[src/rtl/alu_accum_seq.sv]
// alu_accum_seq
// Accumulator-style front end for the 32-bit combinational ALU. Commands are
// buffered in a small FIFO and issued one at a time. Each command runs the
// ALU with the accumulator as operand A, then writes the result back.
// A load command bypasses the ALU result and writes its operand directly.
//
// Handshake: a command is accepted on a rising edge where cmd_valid and
// cmd_ready are both high. cmd_ready depends only on registered FIFO state.
// res_valid is a single-cycle pulse that follows every accumulator update.
//
// Ports:
//   clk, rst (sync, active-low), clr (sync, active-high, below rst)
//   cmd_valid/cmd_ready/cmd_op/cmd_load/cmd_operand : command input
//   alu_a/alu_b/alu_sel  : drive the ALU inputs
//   alu_out/alu_zero     : ALU result and zero flag
//   acc/acc_zero/res_valid : accumulator, its zero flag, update strobe
//   busy      : work in flight or queued
//   op_count  : completed commands, wraps
//   fsm_state : 0 = IDLE, 1 = EXEC (debug visibility)
module alu_accum_seq #(
  parameter int DEPTH = 4,
  parameter int CNT_W = 8
) (
  input  logic             clk,
  input  logic             rst,
  input  logic             clr,
  input  logic             cmd_valid,
  output logic             cmd_ready,
  input  logic [3:0]       cmd_op,
  input  logic             cmd_load,
  input  logic [31:0]      cmd_operand,
  output logic [31:0]      alu_a,
  output logic [31:0]      alu_b,
  output logic [3:0]       alu_sel,
  input  logic [31:0]      alu_out,
  input  logic             alu_zero,
  output logic [31:0]      acc,
  output logic             acc_zero,
  output logic             res_valid,
  output logic             busy,
  output logic [CNT_W-1:0] op_count,
  output logic             fsm_state
);

  localparam int AW = $clog2(DEPTH);

  typedef enum logic {IDLE, EXEC} state_t;

  state_t        state;
  logic [36:0]   mem [DEPTH];
  logic [AW-1:0] wr_ptr;
  logic [AW-1:0] rd_ptr;
  logic [AW:0]   count;
  logic          iss_load;
  logic          full;
  logic          empty;
  logic          push;
  logic          pop;
  logic          flush;
  logic [36:0]   head;

  assign full      = (count == (AW+1)'(DEPTH));
  assign empty     = (count == '0);
  assign cmd_ready = !full;
  assign push      = cmd_valid && cmd_ready;
  assign pop       = (state == IDLE) && !empty;
  assign flush     = !rst || clr;
  assign head      = mem[rd_ptr];

  // Operand A is the accumulator itself; B and select are the issue registers.
  assign alu_a     = acc;
  assign busy      = (state != IDLE) || !empty;
  assign fsm_state = (state == EXEC);

  // Storage has no reset; pointers define what is valid. A push coinciding
  // with reset or clear is dropped.
  always_ff @(posedge clk) begin
    if (!flush && push) begin
      mem[wr_ptr] <= {cmd_load, cmd_op, cmd_operand};
    end
  end

  always_ff @(posedge clk) begin
    if (flush) begin
      state     <= IDLE;
      wr_ptr    <= '0;
      rd_ptr    <= '0;
      count     <= '0;
      iss_load  <= 1'b0;
      alu_b     <= '0;
      alu_sel   <= '0;
      acc       <= '0;
      acc_zero  <= 1'b1;
      res_valid <= 1'b0;
      op_count  <= '0;
    end else begin
      res_valid <= 1'b0;

      // Pointers wrap naturally because DEPTH is a power of two.
      if (push) begin
        wr_ptr <= wr_ptr + 1'b1;
      end
      if (pop) begin
        rd_ptr <= rd_ptr + 1'b1;
      end
      case ({push, pop})
        2'b10:   count <= count + 1'b1;
        2'b01:   count <= count - 1'b1;
        default: count <= count;
      endcase

      case (state)
        IDLE: begin
          if (pop) begin
            iss_load <= head[36];
            alu_sel  <= head[35:32];
            alu_b    <= head[31:0];
            state    <= EXEC;
          end
        end
        EXEC: begin
          // ALU inputs have been stable all cycle; capture its result now.
          acc       <= iss_load ? alu_b : alu_out;
          acc_zero  <= iss_load ? (alu_b == 32'd0) : alu_zero;
          op_count  <= op_count + 1'b1;
          res_valid <= 1'b1;
          state     <= IDLE;
        end
        default: state <= IDLE;
      endcase
    end
  end

endmodule

[config.mk]
export PLATFORM = sky130hd
export DESIGN_NAME = alu_accum_seq
export DESIGN_NICKNAME = d
export VERILOG_FILES = /design/src/rtl/alu_accum_seq.sv
export SDC_FILE = /design/constraint.sdc
export NUM_CORES = 1
export LEC_CHECK = 0
export ABC_AREA = 0
export CAP_MARGIN = 20
export CELL_PAD_IN_SITES_DETAIL_PLACEMENT = 1
export CELL_PAD_IN_SITES_GLOBAL_PLACEMENT = 1
export CORE_AREA = 2 2 144 146
export CTS_BUF_LIST = sky130_fd_sc_hd__clkbuf_4 sky130_fd_sc_hd__clkbuf_8
export CTS_CLUSTER_DIAMETER = 30
export DETAILED_ROUTE_END_ITERATION = 10
export DIE_AREA = 0 0 146 148
export MAX_ROUTING_LAYER = met4
export PLACE_DENSITY = 0.87
export REMOVE_ABC_BUFFERS = 1
export SLEW_MARGIN = 0
export SYNTH_ARGS = -nofsm -noshare
export SYNTH_HDL_FRONTEND = slang
export SYNTH_SLANG_ARGS = --single-unit
export TNS_END_PERCENT = 5
[constraint.sdc]
create_clock -name clk -period 5.1 [get_ports clk]
set_input_delay 0.51 -clock clk [delete_from_list [all_inputs] [get_ports clk]]
set_output_delay 0.51 -clock clk [all_outputs]
set_load 0.05 [all_outputs]
# --- Word-level counts from Yosys, hierarchy flattened ---
# Memory sizes are Yosys's and may differ from the RTL's. A register that Yosys moved wholly into a read port is not among the register bits.
# Cells that the tools add are included.
word_totals:
  ff_bits: 50
  mem_bits_rw: 148
  input_bits: 74
  elab_cells: 39
  n_memories: 1
mem_list:
  columns: ["name", "depth", "width", "rd", "rd_clocked_by_memory_dff", "wr", "line", "text"]
  rows:
  - ["mem", 4, 37, 1, 1, 1, "50", "logic [36:0] mem [DEPTH];"]
op_classes:
  n_addsub: 5
  n_eq_ne: 3
  n_mux: 8
  n_bitwise: 1
  n_reduce_logical: 13
ops:
  columns: ["cell", "count"]
  rows:
  - ["zero test 32 bit", 1]
  - ["two-way mux 32 bit", 1]
  - ["adder 8 x 1 -> 8 bit, second input constant", 1]
  - ["one-hot mux 3 bit (2 select lines)", 1]
  - ["two-way mux 1 bit", 5]
  - ["adder 2 x 1 -> 2 bit, second input constant", 2]
  - ["zero test 1 bit", 4]
  - ["adder 3 x 1 -> 3 bit, second input constant", 1]
  - ["equality test 3 bit, second input constant", 1]
  - ["logical AND 1 bit", 3]
  - ["zero test 3 bit", 1]
  - ["subtractor 3 x 1 -> 3 bit, second input constant", 1]
  - ["equality test 2 x 1 -> 1 bit, second input constant", 1]
  - ["equality test 2 bit, second input constant", 1]
  - ["logical OR 1 bit", 2]
  - ["one-hot mux 1 bit (2 select lines)", 1]
  - ["AND reduction 2 bit", 1]
  - ["nonzero test 2 bit", 1]
  - ["NOT 1 bit", 1]

# --- Depth between registers and ports, before layout ---
# Gate-level depths: netlist of the first run.
depth:
  ltp_word: 6
  mapped_depth: 10
  ltp_nobuf: 9

# --- Worst setup path before layout of the first run ---
# No wires, ideal clock.
synth_path:
  path_kind: "register to register"
  startpoint: "register count[0]"
  endpoint: "register count[2]"
  arrival_ns: 2.322
  required_time_ns: 5.030
  path_slack_ns: 2.708
  stages_incl_launch_ff: 9
  synth_period_minus_slack_ns: 2.392
  cell_sequence: "dfxtp_1 or3b_2 nand2_1 ha_1 inv_1 fa_1 xor2_1 or3_1 a21oi_1"
synth_between:
  elab_chain_len: 5
  word_cells_on_any_way: 12
  classes_between: "add/sub: 2; eq/ne: 3; mux: 1; reduce/logical: 6"
synth_lines:
  columns: ["element", "line", "text"]
  rows:
  - ["start, declared", "53", "logic [AW:0] count;"]
  - ["start signal, assigned", "107", "2'b10: count <= count + 1'b1;"]
  - ["start signal, assigned", "108", "2'b01: count <= count - 1'b1;"]
  - ["start signal, assigned", "109", "default: count <= count;"]
  - ["equality test 3 bit (*)", "62", "assign full = (count == (AW+1)'(DEPTH));"]
  - ["zero test 1 bit (*)", "64", "assign cmd_ready = !full;"]
  - ["via cmd_ready", "28", "output logic cmd_ready,"]
  - ["logical AND 1 bit (*)", "65", "assign push = cmd_valid && cmd_ready;"]
  - ["equality test 2 x 1 -> 1 bit / equality test 2 bit (equally long branches)", "106", "case ({push, pop})"]
  - ["one-hot mux 3 bit (2 select lines) / nonzero test 2 bit (equally long branches)", null, null]
# Mark *: on every way through the listed nets, which the timed path passes. The rest lies on a longest branch.
# A chain may end at the register's enable or synchronous reset.

# --- Worst setup path after layout of the first run ---
layout_path:
  startpoint: "register count[0]"
  endpoint: "register count[2]"
layout_between:
  elab_chain_len: 5
  word_cells_on_any_way: 12
  classes_between: "add/sub: 2; eq/ne: 3; mux: 1; reduce/logical: 6"
layout_lines:
  columns: ["element", "line"]
  rows:
  - ["equality test 3 bit / zero test 3 bit (equally long branches)", "62, 63"]
  - ["zero test 1 bit, on equally long branches", "64, 66"]
  - ["logical AND 1 bit, on equally long branches", "65, 66"]
  - ["equality test 2 x 1 -> 1 bit / equality test 2 bit (equally long branches)", "106"]
  - ["one-hot mux 3 bit (2 select lines) / nonzero test 2 bit (equally long branches)", null]
# Several ways; a longest one is shown, not always the timed one.

==> impl_metrics.xml, run 1 <==
<?xml version="1.0" encoding="UTF-8"?>
<metrics>
  <group name="status">
    <metric name="outcome" unit="">complete, no violations</metric>
  </group>
  <group name="finish">
    <metric name="area_growth_from_synthesis_to_layout" unit="%">32.9</metric>
    <metric name="multi_input_area" unit="µm²">2510</metric>
    <metric name="area.sequential" unit="µm²">6190</metric>
    <metric name="stdcell_count" unit="">1115</metric>
    <metric name="final_area" unit="µm²">12100</metric>
    <metric name="n_fill_cell" unit="">1918</metric>
    <metric name="drive_above_1_share" unit="%">16.0</metric>
    <metric name="finish.net_count" unit="">886</metric>
  </group>
  <group name="floorplanning">
    <metric name="placement_rows" unit="">52</metric>
    <metric name="die_w" unit="µm">146</metric>
    <metric name="core_area" unit="µm²">20000</metric>
    <metric name="die_height" unit="µm">148</metric>
    <metric name="io-pin-count" unit="">187</metric>
    <metric name="floorplan.die_area" unit="µm²">21600</metric>
    <metric name="initial_util" unit="%">45.5</metric>
  </group>
  <group name="yosys">
    <metric name="yosysSeqAreaShare" unit="%">67.8</metric>
    <metric name="synth_area_per_cell" unit="µm²">14.3</metric>
    <metric name="netlist_instances" unit="">637</metric>
    <metric name="synth.largest_area_cell" unit="">sky130_fd_sc_hd__edfxtp_1</metric>
    <metric name="synth.top_cell.area_share" unit="%">48.7</metric>
    <metric name="synth_top_cells_by_area" unit="">sky130_fd_sc_hd__edfxtp_1 (49%), sky130_fd_sc_hd__dfxtp_1 (19%), sky130_fd_sc_hd__mux4_2 (9.1%)</metric>
    <metric name="synth_area" unit="µm²">9130</metric>
    <metric name="postSynth.asyncResetShare" unit="%">0</metric>
    <metric name="synth_warnings" unit="">0</metric>
    <metric name="dominantRegCellSynth" unit="">sky130_fd_sc_hd__edfxtp_1</metric>
    <metric name="synth_edf_count" unit="">148</metric>
    <metric name="count_of_different_cell_masters_after_synthesis" unit="">32</metric>
    <metric name="ys_seq_elements" unit="">235</metric>
  </group>
  <group name="worst_setup_path">
    <metric name="worstSetupEndpointType" unit="">register</metric>
    <metric name="r2r_path_start" unit="">count[0]</metric>
    <metric name="r2r_slack" unit="ns">1.97</metric>
    <metric name="setup.worst_path.class" unit="">register to register</metric>
    <metric name="crit_required" unit="ns">5.57</metric>
    <metric name="worst-path-max-fanout" unit="">39</metric>
    <metric name="cp.arrival" unit="ns">3.60</metric>
    <metric name="crit-reg2reg-capture" unit="">count[2]</metric>
    <metric name="reg2regPathDepth" unit="">10</metric>
    <metric name="cp-start-kind" unit="">register</metric>
  </group>
  <group name="cts">
    <metric name="clock-sinks" unit="">235</metric>
    <metric name="tritoncts.num_buffers" unit="">46</metric>
    <metric name="postCtsResizedCells" unit="">0</metric>
    <metric name="cts_hold_repair.buffers" unit="">0</metric>
    <metric name="clock_path_buffers" unit="">3</metric>
    <metric name="number_of_h_tree_branching_levels" unit="">2</metric>
    <metric name="cts.root.buffer_cell" unit="">sky130_fd_sc_hd__clkbuf_8</metric>
    <metric name="clk-insertion-delay-late" unit="ns">0.56</metric>
    <metric name="clk_pin_slew_worst_paths" unit="ns">0.06</metric>
    <metric name="tritoncts" unit="">yes</metric>
    <metric name="cts_setup_buffers" unit="">0</metric>
  </group>
  <group name="detailed_routing">
    <metric name="vias" unit="">5973</metric>
    <metric name="drc" unit="">0</metric>
    <metric name="wire_per_inst" unit="µm">22.2</metric>
    <metric name="vias_per_cell" unit="">5.36</metric>
    <metric name="wl" unit="µm">24800</metric>
    <metric name="detailedRoute.firstIterationViolations" unit="">366</metric>
    <metric name="route.antenna.remaining_nets" unit="">0</metric>
    <metric name="drtPass1Iterations" unit="">4</metric>
  </group>
  <group name="global_routing">
    <metric name="grt_first_pass_wirelength" unit="µm">38000</metric>
    <metric name="grt_max_degree" unit="">89</metric>
    <metric name="global_route.overflow_total" unit="">0</metric>
    <metric name="via_count_of_the_first_global_routing_pass" unit="">6635</metric>
    <metric name="grtUsageTotal" unit="%">23.7</metric>
    <metric name="grt_antenna_before_repair" unit="">2</metric>
  </group>
  <group name="hold_path">
    <metric name="worstHoldEndpoint" unit="">alu_sel[1]</metric>
    <metric name="timing.hold.worst.class" unit="">register to register</metric>
    <metric name="min_path_cells" unit="">2</metric>
    <metric name="hp-start" unit="">alu_sel[1]</metric>
  </group>
  <group name="flow_run">
    <metric name="cap_violations" unit="">0</metric>
  </group>
  <group name="sta">
    <metric name="report.final.slew_viol_count" unit="">0</metric>
    <metric name="worst_pin_slew" unit="ns">1.13</metric>
    <metric name="layout_setup_ws" unit="ns">1.97</metric>
    <metric name="fmax" unit="MHz">319</metric>
    <metric name="setup_repair_after_global_routing_missed_its_margin" unit="">false</metric>
    <metric name="timing.final.setup_violations" unit="">0</metric>
    <metric name="setup-tns-final" unit="ns">0</metric>
    <metric name="share_of_the_clock_period_used_by_the_worst_path" unit="%">61.4</metric>
    <metric name="final_period_minus_worst_setup_slack" unit="ns">3.13</metric>
    <metric name="fin_hold_ws" unit="ns">0.491</metric>
    <metric name="timing.slew.headroom" unit="%">24.8</metric>
    <metric name="hold_viol_final" unit="">0</metric>
    <metric name="timing.clock.skew" unit="ns">0.0364</metric>
  </group>
  <group name="pwr">
    <metric name="power-per-cell-area" unit="nW/µm²">404</metric>
    <metric name="leakage_power" unit="nW">3.88</metric>
    <metric name="power.combinational.fraction" unit="%">9.2</metric>
    <metric name="switching_power" unit="mW">1.17</metric>
    <metric name="power_switching_share" unit="%">23.9</metric>
    <metric name="share_clk_of_total_power" unit="%">47.8</metric>
    <metric name="pwr-share-seq" unit="%">42.9</metric>
    <metric name="cell_internal_pwr" unit="mW">3.73</metric>
    <metric name="worst_case_vdd_ir_drop" unit="µV">207</metric>
  </group>
  <group name="place">
    <metric name="placedCellCount" unit="">1027</metric>
    <metric name="setup_slack_placement" unit="ns">1.98</metric>
    <metric name="place.gp.congestion" unit="">0.693</metric>
    <metric name="dp_hpwl" unit="µm">14800</metric>
    <metric name="portBuffers" unit="">186</metric>
    <metric name="dpl-instance-area" unit="µm²">11000</metric>
  </group>
</metrics>
## registers in the layout, summed over array words and instances (netlist names)
| signal | cells |
|---|---|
| count | 3 |
| fsm_state | 1 |
| wr_ptr | 2 |
| acc | 32 |
| alu_b | 32 |
| acc_zero | 1 |
| rd_ptr | 2 |
| iss_load | 1 |
| mem | 148 |
| res_valid | 1 |
| op_count | 8 |
| alu_sel | 4 |
## area by class of cell
class / instances / share of cell area [%]
Antenna cell: 2 / 0.0413
Clock inverter: 28 / 3.40
Sequential cell: 235 / 51.1
Clock buffer: 58 / 6.17
Tap cell: 270 / 2.79
Inverter: 7 / 0.217
Multi-Input combinational cell: 325 / 20.7
Timing Repair Buffer: 190 / 15.6
## power by group through the flow
| stage | sequential [mW] | combinational [mW] | clock (mW) |
|---|---|---|---|
| 2_1_floorplan | 2.23 | 0.167 | 0 |
| 3_3_place_gp | 2.14 | 0.430 | 0 |
| 3_5_place_dp | 2.14 | 0.449 | 0 |
| 4_1_cts | 2.10 | 0.457 | 2.38 |
| 5_1_grt | 2.11 | 0.485 | 2.47 |
| 6_report | 2.10 | 0.453 | 2.34 |
## how the worst max path moves through the flow
| stage | start | end | slack, ns | cells after the start |
|---|---|---|---|---|
| 2_1_floorplan | fsm_state | count[2] | 0.95 | 8 |
| 3_3_place_gp | count[0] | count[2] | 2.19 | 10 |
| 3_5_place_dp | count[0] | count[2] | 1.98 | 10 |
| 4_1_cts | count[0] | count[2] | 1.95 | 10 |
| 5_1_grt | count[2] | count[2] | 1.74 | 10 |
| 6_report | count[0] | count[2] | 1.97 | 10 |
## critical path, stage by stage (launching register included)
cell	delay [ns]
sky130_fd_sc_hd__dfxtp_1	0.39
sky130_fd_sc_hd__nor3_1	0.12
sky130_fd_sc_hd__or2_2	0.60
sky130_fd_sc_hd__inv_1	0.15
sky130_fd_sc_hd__buf_4	0.42
sky130_fd_sc_hd__ha_1	0.29
sky130_fd_sc_hd__inv_1	0.07
sky130_fd_sc_hd__fa_1	0.38
sky130_fd_sc_hd__xor2_1	0.17
sky130_fd_sc_hd__or3_1	0.31
sky130_fd_sc_hd__a21oi_1	0.15
## routing by layer
metal  GRT usage [%]  part of all wire [%]
met1            26.1                    39
met2            40.9                    52
met5               -                     0
met4            10.3                   3.0
met3            5.93                   6.3
## kinds of logic after synthesis
logic type / after synthesis / share of synthesized area, %
AO/OA/AOI/OAI: 79 / 5.21
buffers and inverters: 77 / 4.83
multiplexers: 70 / 12.8
flip-flops: 235 / 67.8
XOR/XNOR: 10 / 0.960
adder cells (fa/ha/maj): 7 / 1.04
AND/OR/NAND/NOR: 159 / 7.42
## placed cells by master, fill, tap and decap left out, types with 10 or more instances in the layout
master,netlist,final
sky130_fd_sc_hd__bufinv_16,0,10
sky130_fd_sc_hd__clkdlybuf4s50_1,0,186
sky130_fd_sc_hd__nor2_1,49,49
sky130_fd_sc_hd__clkbuf_8,0,50
sky130_fd_sc_hd__nand2_1,80,80
sky130_fd_sc_hd__edfxtp_1,148,148
sky130_fd_sc_hd__mux2i_1,33,33
sky130_fd_sc_hd__a211oi_1,32,32
sky130_fd_sc_hd__dfxtp_1,87,83
sky130_fd_sc_hd__mux4_2,37,37
sky130_fd_sc_hd__a21oi_1,43,43
## through the flow
step / utilization [%] / total power [mW]
3_3_place_gp: 54.7 / 2.57
5_1_grt: 60.5 / 5.06
2_1_floorplan: - / 2.39
4_1_cts: 60.5 / 4.94
6_report: 60.5 / 4.90
3_5_place_dp: 54.7 / 2.59
## Yosys cell counts (3+ instances only)
| library cell | instances |
|---|---|
| sky130_fd_sc_hd__dfxtp_1 | 87 |
| sky130_fd_sc_hd__edfxtp_1 | 148 |
| sky130_fd_sc_hd__ha_1 | 6 |
| sky130_fd_sc_hd__mux2i_1 | 33 |
| sky130_fd_sc_hd__nor2_1 | 49 |
| sky130_fd_sc_hd__clkbuf_1 | 18 |
| sky130_fd_sc_hd__a211oi_1 | 32 |
| sky130_fd_sc_hd__buf_1 | 3 |
| sky130_fd_sc_hd__xnor2_1 | 4 |
| sky130_fd_sc_hd__or3_1 | 3 |
| sky130_fd_sc_hd__buf_4 | 36 |
| sky130_fd_sc_hd__nor4_1 | 5 |
| sky130_fd_sc_hd__mux4_2 | 37 |
| sky130_fd_sc_hd__nand2_1 | 80 |
| sky130_fd_sc_hd__a21oi_1 | 43 |
| sky130_fd_sc_hd__o21ai_0 | 3 |
| sky130_fd_sc_hd__xor2_1 | 6 |
| sky130_fd_sc_hd__buf_2 | 13 |
| sky130_fd_sc_hd__and2_1 | 4 |
| sky130_fd_sc_hd__inv_1 | 7 |
| sky130_fd_sc_hd__nand4_1 | 5 |
| sky130_fd_sc_hd__nand2b_1 | 3 |
Note: power is estimated with default switching activity, not from simulation.
==> inputs of run 2 (changes only) <==
- CORE_AREA: 2 2 144 146 -> 2 2 149 151
- DIE_AREA: 0 0 146 148 -> 0 0 151 153
- PLACE_DENSITY: 0.87 -> 0.82
- clock period: 5.1 -> 2.95 ns (I/O delays scaled with it)
==> impl_metrics.xml, run 2 (same netlist as run 1, synthesis figures left out) <==
<?xml version="1.0" encoding="UTF-8"?>
<metrics>
  <group name="sta">
    <metric name="timing.clock.skew" unit="ns">0.0309</metric>
    <metric name="setup-tns-final" unit="ns">0</metric>
    <metric name="hold_viol_final" unit="">0</metric>
    <metric name="final_period_minus_worst_setup_slack" unit="ns">2.54</metric>
    <metric name="layout_setup_ws" unit="ns">0.410</metric>
    <metric name="setup_repair_after_global_routing_missed_its_margin" unit="">false</metric>
    <metric name="fin_hold_ws" unit="ns">0.378</metric>
    <metric name="report.final.slew_viol_count" unit="">0</metric>
    <metric name="timing.final.setup_violations" unit="">0</metric>
    <metric name="share_of_the_clock_period_used_by_the_worst_path" unit="%">86.1</metric>
    <metric name="fmax" unit="MHz">394</metric>
    <metric name="timing.slew.headroom" unit="%">30.8</metric>
    <metric name="worst_pin_slew" unit="ns">1.04</metric>
  </group>
  <group name="pwr">
    <metric name="power_switching_share" unit="%">24.4</metric>
    <metric name="power-per-cell-area" unit="nW/µm²">666</metric>
    <metric name="cell_internal_pwr" unit="mW">6.11</metric>
    <metric name="share_clk_of_total_power" unit="%">45.1</metric>
    <metric name="leakage_power" unit="nW">3.89</metric>
    <metric name="pwr-share-seq" unit="%">44.7</metric>
    <metric name="power.combinational.fraction" unit="%">10.2</metric>
    <metric name="switching_power" unit="mW">1.97</metric>
    <metric name="worst_case_vdd_ir_drop" unit="µV">299</metric>
  </group>
  <group name="detailed_routing">
    <metric name="wire_per_inst" unit="µm">20.8</metric>
    <metric name="vias" unit="">5855</metric>
    <metric name="drtPass1Iterations" unit="">4</metric>
    <metric name="drc" unit="">0</metric>
    <metric name="detailedRoute.firstIterationViolations" unit="">229</metric>
    <metric name="wl" unit="µm">23500</metric>
    <metric name="vias_per_cell" unit="">5.18</metric>
    <metric name="route.antenna.remaining_nets" unit="">0</metric>
  </group>
  <group name="worst_setup_path">
    <metric name="r2r_slack" unit="ns">0.41</metric>
    <metric name="r2r_path_start" unit="">count[2]</metric>
    <metric name="critical-path-slowest-cell" unit="">sky130_fd_sc_hd__or3b_2</metric>
    <metric name="crit_required" unit="ns">3.41</metric>
    <metric name="cp_cell_sequence" unit="">or3b_2 &gt; nand2_1 &gt; ha_1 &gt; inv_1 &gt; fa_1 &gt; xor2_1 &gt; or3_1 &gt; a21oi_1</metric>
    <metric name="crit-reg2reg-capture" unit="">count[2]</metric>
    <metric name="critical_path.max_stage_delay" unit="ns">0.50</metric>
    <metric name="worst-path-max-fanout" unit="">4</metric>
    <metric name="setup.worst_path.class" unit="">register to register</metric>
    <metric name="worstSetupEndpointType" unit="">register</metric>
    <metric name="reg2regPathDepth" unit="">8</metric>
    <metric name="cp-start-kind" unit="">register</metric>
    <metric name="cp.buffers_inverters" unit="">1</metric>
    <metric name="crit_family" unit="">simple AND/OR/NAND/NOR gates</metric>
    <metric name="cp.arrival" unit="ns">3.00</metric>
  </group>
  <group name="floorplanning">
    <metric name="placement_rows" unit="">54</metric>
    <metric name="initial_util" unit="%">42.5</metric>
    <metric name="core_area" unit="µm²">21500</metric>
    <metric name="io-pin-count" unit="">187</metric>
    <metric name="die_height" unit="µm">153</metric>
    <metric name="die_w" unit="µm">151</metric>
    <metric name="floorplan.die_area" unit="µm²">23100</metric>
  </group>
  <group name="finish">
    <metric name="area_growth_from_synthesis_to_layout" unit="%">33.0</metric>
    <metric name="drive_above_1_share" unit="%">16.5</metric>
    <metric name="largest_register_ffs" unit="">148</metric>
    <metric name="n_fill_cell" unit="">2099</metric>
    <metric name="regMostFlops" unit="">mem</metric>
    <metric name="stdcell_count" unit="">1131</metric>
    <metric name="top_regs" unit="">mem: 148 flops, acc: 32 flops, alu_b: 32 flops</metric>
    <metric name="finish.net_count" unit="">895</metric>
    <metric name="layout_common_cells" unit="">sky130_fd_sc_hd__clkdlybuf4s50_1 (186), sky130_fd_sc_hd__edfxtp_1 (148), sky130_fd_sc_hd__dfxtp_1 (83)</metric>
    <metric name="utilization" unit="%">56.5</metric>
    <metric name="layout.cells.most_common" unit="">sky130_fd_sc_hd__clkdlybuf4s50_1</metric>
  </group>
  <group name="global_routing">
    <metric name="via_count_of_the_first_global_routing_pass" unit="">6676</metric>
    <metric name="grt_antenna_before_repair" unit="">1</metric>
    <metric name="grt_first_pass_wirelength" unit="µm">36700</metric>
    <metric name="grtUsageTotal" unit="%">21.4</metric>
    <metric name="grt_max_degree" unit="">89</metric>
    <metric name="global_route.overflow_total" unit="">0</metric>
  </group>
  <group name="cts">
    <metric name="tritoncts" unit="">yes</metric>
    <metric name="clk-insertion-delay-late" unit="ns">0.55</metric>
    <metric name="clock_path_buffers" unit="">3</metric>
    <metric name="number_of_h_tree_branching_levels" unit="">2</metric>
    <metric name="cts_setup_buffers" unit="">0</metric>
    <metric name="cts.root.buffer_cell" unit="">sky130_fd_sc_hd__clkbuf_8</metric>
    <metric name="postCtsResizedCells" unit="">0</metric>
    <metric name="clock-sinks" unit="">235</metric>
    <metric name="cts_hold_repair.buffers" unit="">0</metric>
    <metric name="clk_pin_slew_worst_paths" unit="ns">0.06</metric>
    <metric name="tritoncts.num_buffers" unit="">45</metric>
  </group>
  <group name="place">
    <metric name="portBuffers" unit="">186</metric>
    <metric name="placedCellCount" unit="">1047</metric>
    <metric name="place.gp.congestion" unit="">0.752</metric>
    <metric name="setup_slack_placement" unit="ns">0.497</metric>
    <metric name="dp_hpwl" unit="µm">15200</metric>
  </group>
  <group name="hold_path">
    <metric name="timing.hold.worst.class" unit="">primary input to register</metric>
    <metric name="worstHoldEndpoint" unit="">wr_ptr[1]</metric>
    <metric name="min_path_cells" unit="">3</metric>
    <metric name="hp-start" unit="">cmd_valid</metric>
  </group>
  <group name="flow_run">
    <metric name="cap_violations" unit="">0</metric>
  </group>
  <group name="status">
    <metric name="outcome" unit="">complete, no violations</metric>
  </group>
</metrics>
## run 2: worst max path at each step
stage / from / endpoint / slack, ns / cells after the start
2_1_floorplan: fsm_state / count[2] / -1.20 / 8
3_3_place_gp: count[0] / count[2] / 0.69 / 8
3_5_place_dp: count[2] / count[2] / 0.50 / 8
4_1_cts: count[2] / count[2] / 0.40 / 8
5_1_grt: count[2] / count[2] / 0.29 / 8
6_report: count[2] / count[2] / 0.41 / 8
## run 2: cell type report
| cell class | instances | area (µm²) | share of cell area, % |
|---|---|---|---|
| Timing Repair Buffer | 200 | 2020 | 16.6 |
| Clock inverter | 27 | 324 | 2.67 |
| Inverter | 7 | 26.3 | 0.216 |
| Multi-Input combinational cell | 325 | 2510 | 20.7 |
| Sequential cell | 235 | 6190 | 51.0 |
| Antenna cell | 1 | 2.50 | 0.0206 |
| Clock buffer | 56 | 714 | 5.89 |
| Tap cell | 280 | 350 | 2.89 |
## run 2: worst register-to-register path, delay by kind of cell (launching register included)
| family | cells | cell delay [ns] |
|---|---|---|
| compound gates | 1 | 0.15 |
| xor+xnor | 1 | 0.18 |
| fa+ha+maj | 2 | 0.64 |
| buf+inv | 1 | 0.09 |
| flops | 1 | 0.38 |
| simple gates | 3 | 1.01 |
## run 2: metrics by stage
step | power (mW) | area (µm²)
CTS | 8.17 | 12100
floorplan | 4.14 | 8710
detailed placement | 4.50 | 11100
global route | 8.37 | 12100
global placement | 4.47 | 11100
finish | 8.08 | 12100
## run 2: per-layer routing
layer  track usage [%]  vias up  part of all wire (%)
met3              4.33       59                   5.5
met5                 -        -                     0
met2              36.5      201                    52
li1                  -     2675                     -
met4              9.88        0                   3.3
met1              24.2     2920                    39
## run 2: power groups by stage
stage	clock network (mW)	registers [mW]	logic (mW)
detailed placement	0	3.68	0.821
global placement	0	3.68	0.792
CTS	3.73	3.62	0.830
global route	3.87	3.62	0.880
floorplan	0	3.85	0.289
finish	3.64	3.61	0.823
==> inputs of run 3 (changes only) <==
- CORE_AREA: 2 2 149 151 -> 3 3 196 198
- DIE_AREA: 0 0 151 153 -> 0 0 199 201
- PLACE_DENSITY: 0.82 -> 0.53
==> impl_metrics.xml, run 3 (same netlist as run 1, synthesis figures left out) <==
<?xml version="1.0" encoding="UTF-8"?>
<metrics>
  <group name="cts">
    <metric name="cts_hold_repair.buffers" unit="">0</metric>
    <metric name="clock_path_buffers" unit="">3</metric>
    <metric name="tritoncts.num_buffers" unit="">59</metric>
    <metric name="number_of_h_tree_branching_levels" unit="">2</metric>
    <metric name="clk-insertion-delay-late" unit="ns">0.61</metric>
    <metric name="postCtsResizedCells" unit="">0</metric>
    <metric name="cts.root.buffer_cell" unit="">sky130_fd_sc_hd__clkbuf_8</metric>
    <metric name="clk_pin_slew_worst_paths" unit="ns">0.06</metric>
    <metric name="tritoncts" unit="">yes</metric>
    <metric name="clock-sinks" unit="">235</metric>
    <metric name="cts_setup_buffers" unit="">0</metric>
  </group>
  <group name="sta">
    <metric name="layout_setup_ws" unit="ns">0.490</metric>
    <metric name="share_of_the_clock_period_used_by_the_worst_path" unit="%">83.4</metric>
    <metric name="worst_pin_slew" unit="ns">0.737</metric>
    <metric name="final_period_minus_worst_setup_slack" unit="ns">2.46</metric>
    <metric name="timing.slew.headroom" unit="%">50.9</metric>
    <metric name="hold_viol_final" unit="">0</metric>
    <metric name="fmax" unit="MHz">407</metric>
    <metric name="setup_repair_after_global_routing_missed_its_margin" unit="">false</metric>
    <metric name="timing.final.setup_violations" unit="">0</metric>
    <metric name="report.final.slew_viol_count" unit="">0</metric>
    <metric name="timing.clock.skew" unit="ns">0.0297</metric>
  </group>
  <group name="pwr">
    <metric name="leakage_power" unit="nW">4.11</metric>
    <metric name="cell_internal_pwr" unit="mW">7.27</metric>
    <metric name="pwr-share-seq" unit="%">38.2</metric>
    <metric name="power_switching_share" unit="%">23.3</metric>
    <metric name="worst_case_vdd_ir_drop" unit="µV">296</metric>
    <metric name="power.combinational.fraction" unit="%">8.6</metric>
    <metric name="power-per-cell-area" unit="nW/µm²">736</metric>
    <metric name="share_clk_of_total_power" unit="%">53.2</metric>
    <metric name="post-layout-total-power" unit="mW">9.48</metric>
    <metric name="switching_power" unit="mW">2.21</metric>
  </group>
  <group name="worst_setup_path">
    <metric name="crit_family" unit="">buffers and inverters</metric>
    <metric name="worst-path-max-fanout" unit="">4</metric>
    <metric name="crit_required" unit="ns">2.65</metric>
    <metric name="cp.arrival" unit="ns">2.16</metric>
    <metric name="cp_num_cells" unit="">2</metric>
    <metric name="critical_path.max_stage_delay" unit="ns">0.72</metric>
    <metric name="cp_cell_sequence" unit="">or3b_2 &gt; clkdlybuf4s50_1</metric>
    <metric name="cp-start-kind" unit="">register</metric>
    <metric name="reg2regPathDepth" unit="">8</metric>
    <metric name="critical-path-slowest-cell" unit="">sky130_fd_sc_hd__clkdlybuf4s50_1</metric>
    <metric name="worstSetupEndpointType" unit="">output port</metric>
    <metric name="cp.buffers_inverters" unit="">1</metric>
    <metric name="setup.worst_path.class" unit="">register to output port</metric>
  </group>
  <group name="floorplanning">
    <metric name="io-pin-count" unit="">187</metric>
    <metric name="die_height" unit="µm">201</metric>
    <metric name="core_area" unit="µm²">36700</metric>
    <metric name="floorplan.die_area" unit="µm²">40000</metric>
    <metric name="initial_util" unit="%">24.9</metric>
    <metric name="die_w" unit="µm">199</metric>
    <metric name="placement_rows" unit="">70</metric>
  </group>
  <group name="place">
    <metric name="setup_slack_placement" unit="ns">0.576</metric>
    <metric name="placedCellCount" unit="">1233</metric>
    <metric name="dpl-instance-area" unit="µm²">11300</metric>
    <metric name="place.gp.congestion" unit="">0.684</metric>
    <metric name="portBuffers" unit="">186</metric>
    <metric name="dp_hpwl" unit="µm">14700</metric>
  </group>
  <group name="detailed_routing">
    <metric name="drc" unit="">0</metric>
    <metric name="drtPass1Iterations" unit="">4</metric>
    <metric name="wire_per_inst" unit="µm">18.3</metric>
    <metric name="vias" unit="">5844</metric>
    <metric name="wl" unit="µm">24700</metric>
    <metric name="vias_per_cell" unit="">4.33</metric>
    <metric name="detailedRoute.firstIterationViolations" unit="">160</metric>
    <metric name="route.antenna.remaining_nets" unit="">0</metric>
  </group>
  <group name="global_routing">
    <metric name="global_route.overflow_total" unit="">0</metric>
    <metric name="grt_first_pass_wirelength" unit="µm">37700</metric>
    <metric name="grt_max_degree" unit="">89</metric>
    <metric name="grtUsageTotal" unit="%">12.7</metric>
    <metric name="gr-max-usage-layer" unit="">met2</metric>
    <metric name="met2_usage" unit="%">19.9</metric>
    <metric name="global_route.usage.met3" unit="%">3.98</metric>
    <metric name="via_count_of_the_first_global_routing_pass" unit="">6391</metric>
    <metric name="grt_antenna_before_repair" unit="">4</metric>
    <metric name="grt_use_met1" unit="%">15.5</metric>
  </group>
  <group name="finish">
    <metric name="drive_above_1_share" unit="%">19.1</metric>
    <metric name="finish.net_count" unit="">907</metric>
    <metric name="stdcell_count" unit="">1349</metric>
    <metric name="layout.cells.most_common" unit="">sky130_fd_sc_hd__clkdlybuf4s50_1</metric>
    <metric name="layout_common_cells" unit="">sky130_fd_sc_hd__clkdlybuf4s50_1 (186), sky130_fd_sc_hd__edfxtp_1 (148), sky130_fd_sc_hd__dfxtp_1 (83)</metric>
    <metric name="top_regs" unit="">mem: 148 flops, acc: 32 flops, alu_b: 32 flops</metric>
    <metric name="utilization" unit="%">35.1</metric>
    <metric name="regMostFlops" unit="">mem</metric>
    <metric name="largest_register_ffs" unit="">148</metric>
    <metric name="area_growth_from_synthesis_to_layout" unit="%">41.1</metric>
    <metric name="final_area" unit="µm²">12900</metric>
  </group>
  <group name="status">
    <metric name="outcome" unit="">complete, no violations</metric>
  </group>
  <group name="flow_run">
    <metric name="cap_violations" unit="">0</metric>
  </group>
  <group name="hold_path">
    <metric name="min_path_cells" unit="">3</metric>
    <metric name="timing.hold.worst.class" unit="">primary input to register</metric>
  </group>
</metrics>
[run 3: cell count changes in the layout (fill, tap and decap cells not counted), moves of 2 or more]
cell and delta:
sky130_fd_sc_hd__buf_4 -4, sky130_fd_sc_hd__diode_2 +4, sky130_fd_sc_hd__bufinv_16 +8, sky130_fd_sc_hd__clkbuf_8 +14
sky130_fd_sc_hd__clkinv_4 +2, sky130_fd_sc_hd__dfxtp_2 -2, sky130_fd_sc_hd__clkinvlp_4 +5, sky130_fd_sc_hd__dfxtp_4 +2
sky130_fd_sc_hd__buf_12 +2
[run 3: through the flow]
stage	setup TNS, ns	hold WS, ns
after global placement	0	0.449
after global routing	0	0.292
final	0	0.305
after floorplan	-64.46	0.394
after detailed placement	0	0.453
after CTS	0	0.252
[run 3: final cells by class]
type / instances / area [µm²]
Timing Repair Buffer: 198 / 2030
Fill cell: 3834 / 23800
Antenna cell: 5 / 12.5
Multi-Input combinational cell: 325 / 2510
Inverter: 7 / 26.3
Clock buffer: 71 / 915
Clock inverter: 40 / 606
Sequential cell: 235 / 6200
Tap cell: 468 / 586
[run 3: path summary, 6_finish.rpt]
check        slack [ns]    endpoint        from
min reg2reg        0.46  alu_sel[2]  alu_sel[2]
max reg2reg        0.59    count[2]    count[2]
max                0.49   cmd_ready    count[2]
min                0.31   wr_ptr[1]   cmd_valid
[run 3: routing by layer]
metal,wire (µm),share of wire [%],vias to the layer above
met3,1640,6.7,47
met2,11600,47,184
met1,10900,44,2878
met4,571,2.3,0
met5,0,0,-
li1,-,-,2735
[run 3: power by group through the flow]
stage	Clock (mW)	Combinational (mW)	Sequential, mW
final	5.05	0.811	3.62
after detailed placement	0	0.830	3.69
after floorplan	0	0.289	3.85
after CTS	5.21	0.833	3.62
after global routing	5.37	0.882	3.63
after global placement	0	0.824	3.69
[run 3: tightest hold or removal path, cell delays in order]
cell	delay (ns)
sky130_fd_sc_hd__clkdlybuf4s50_1	0.42
sky130_fd_sc_hd__nand3_1	0.09
sky130_fd_sc_hd__a21oi_1	0.05
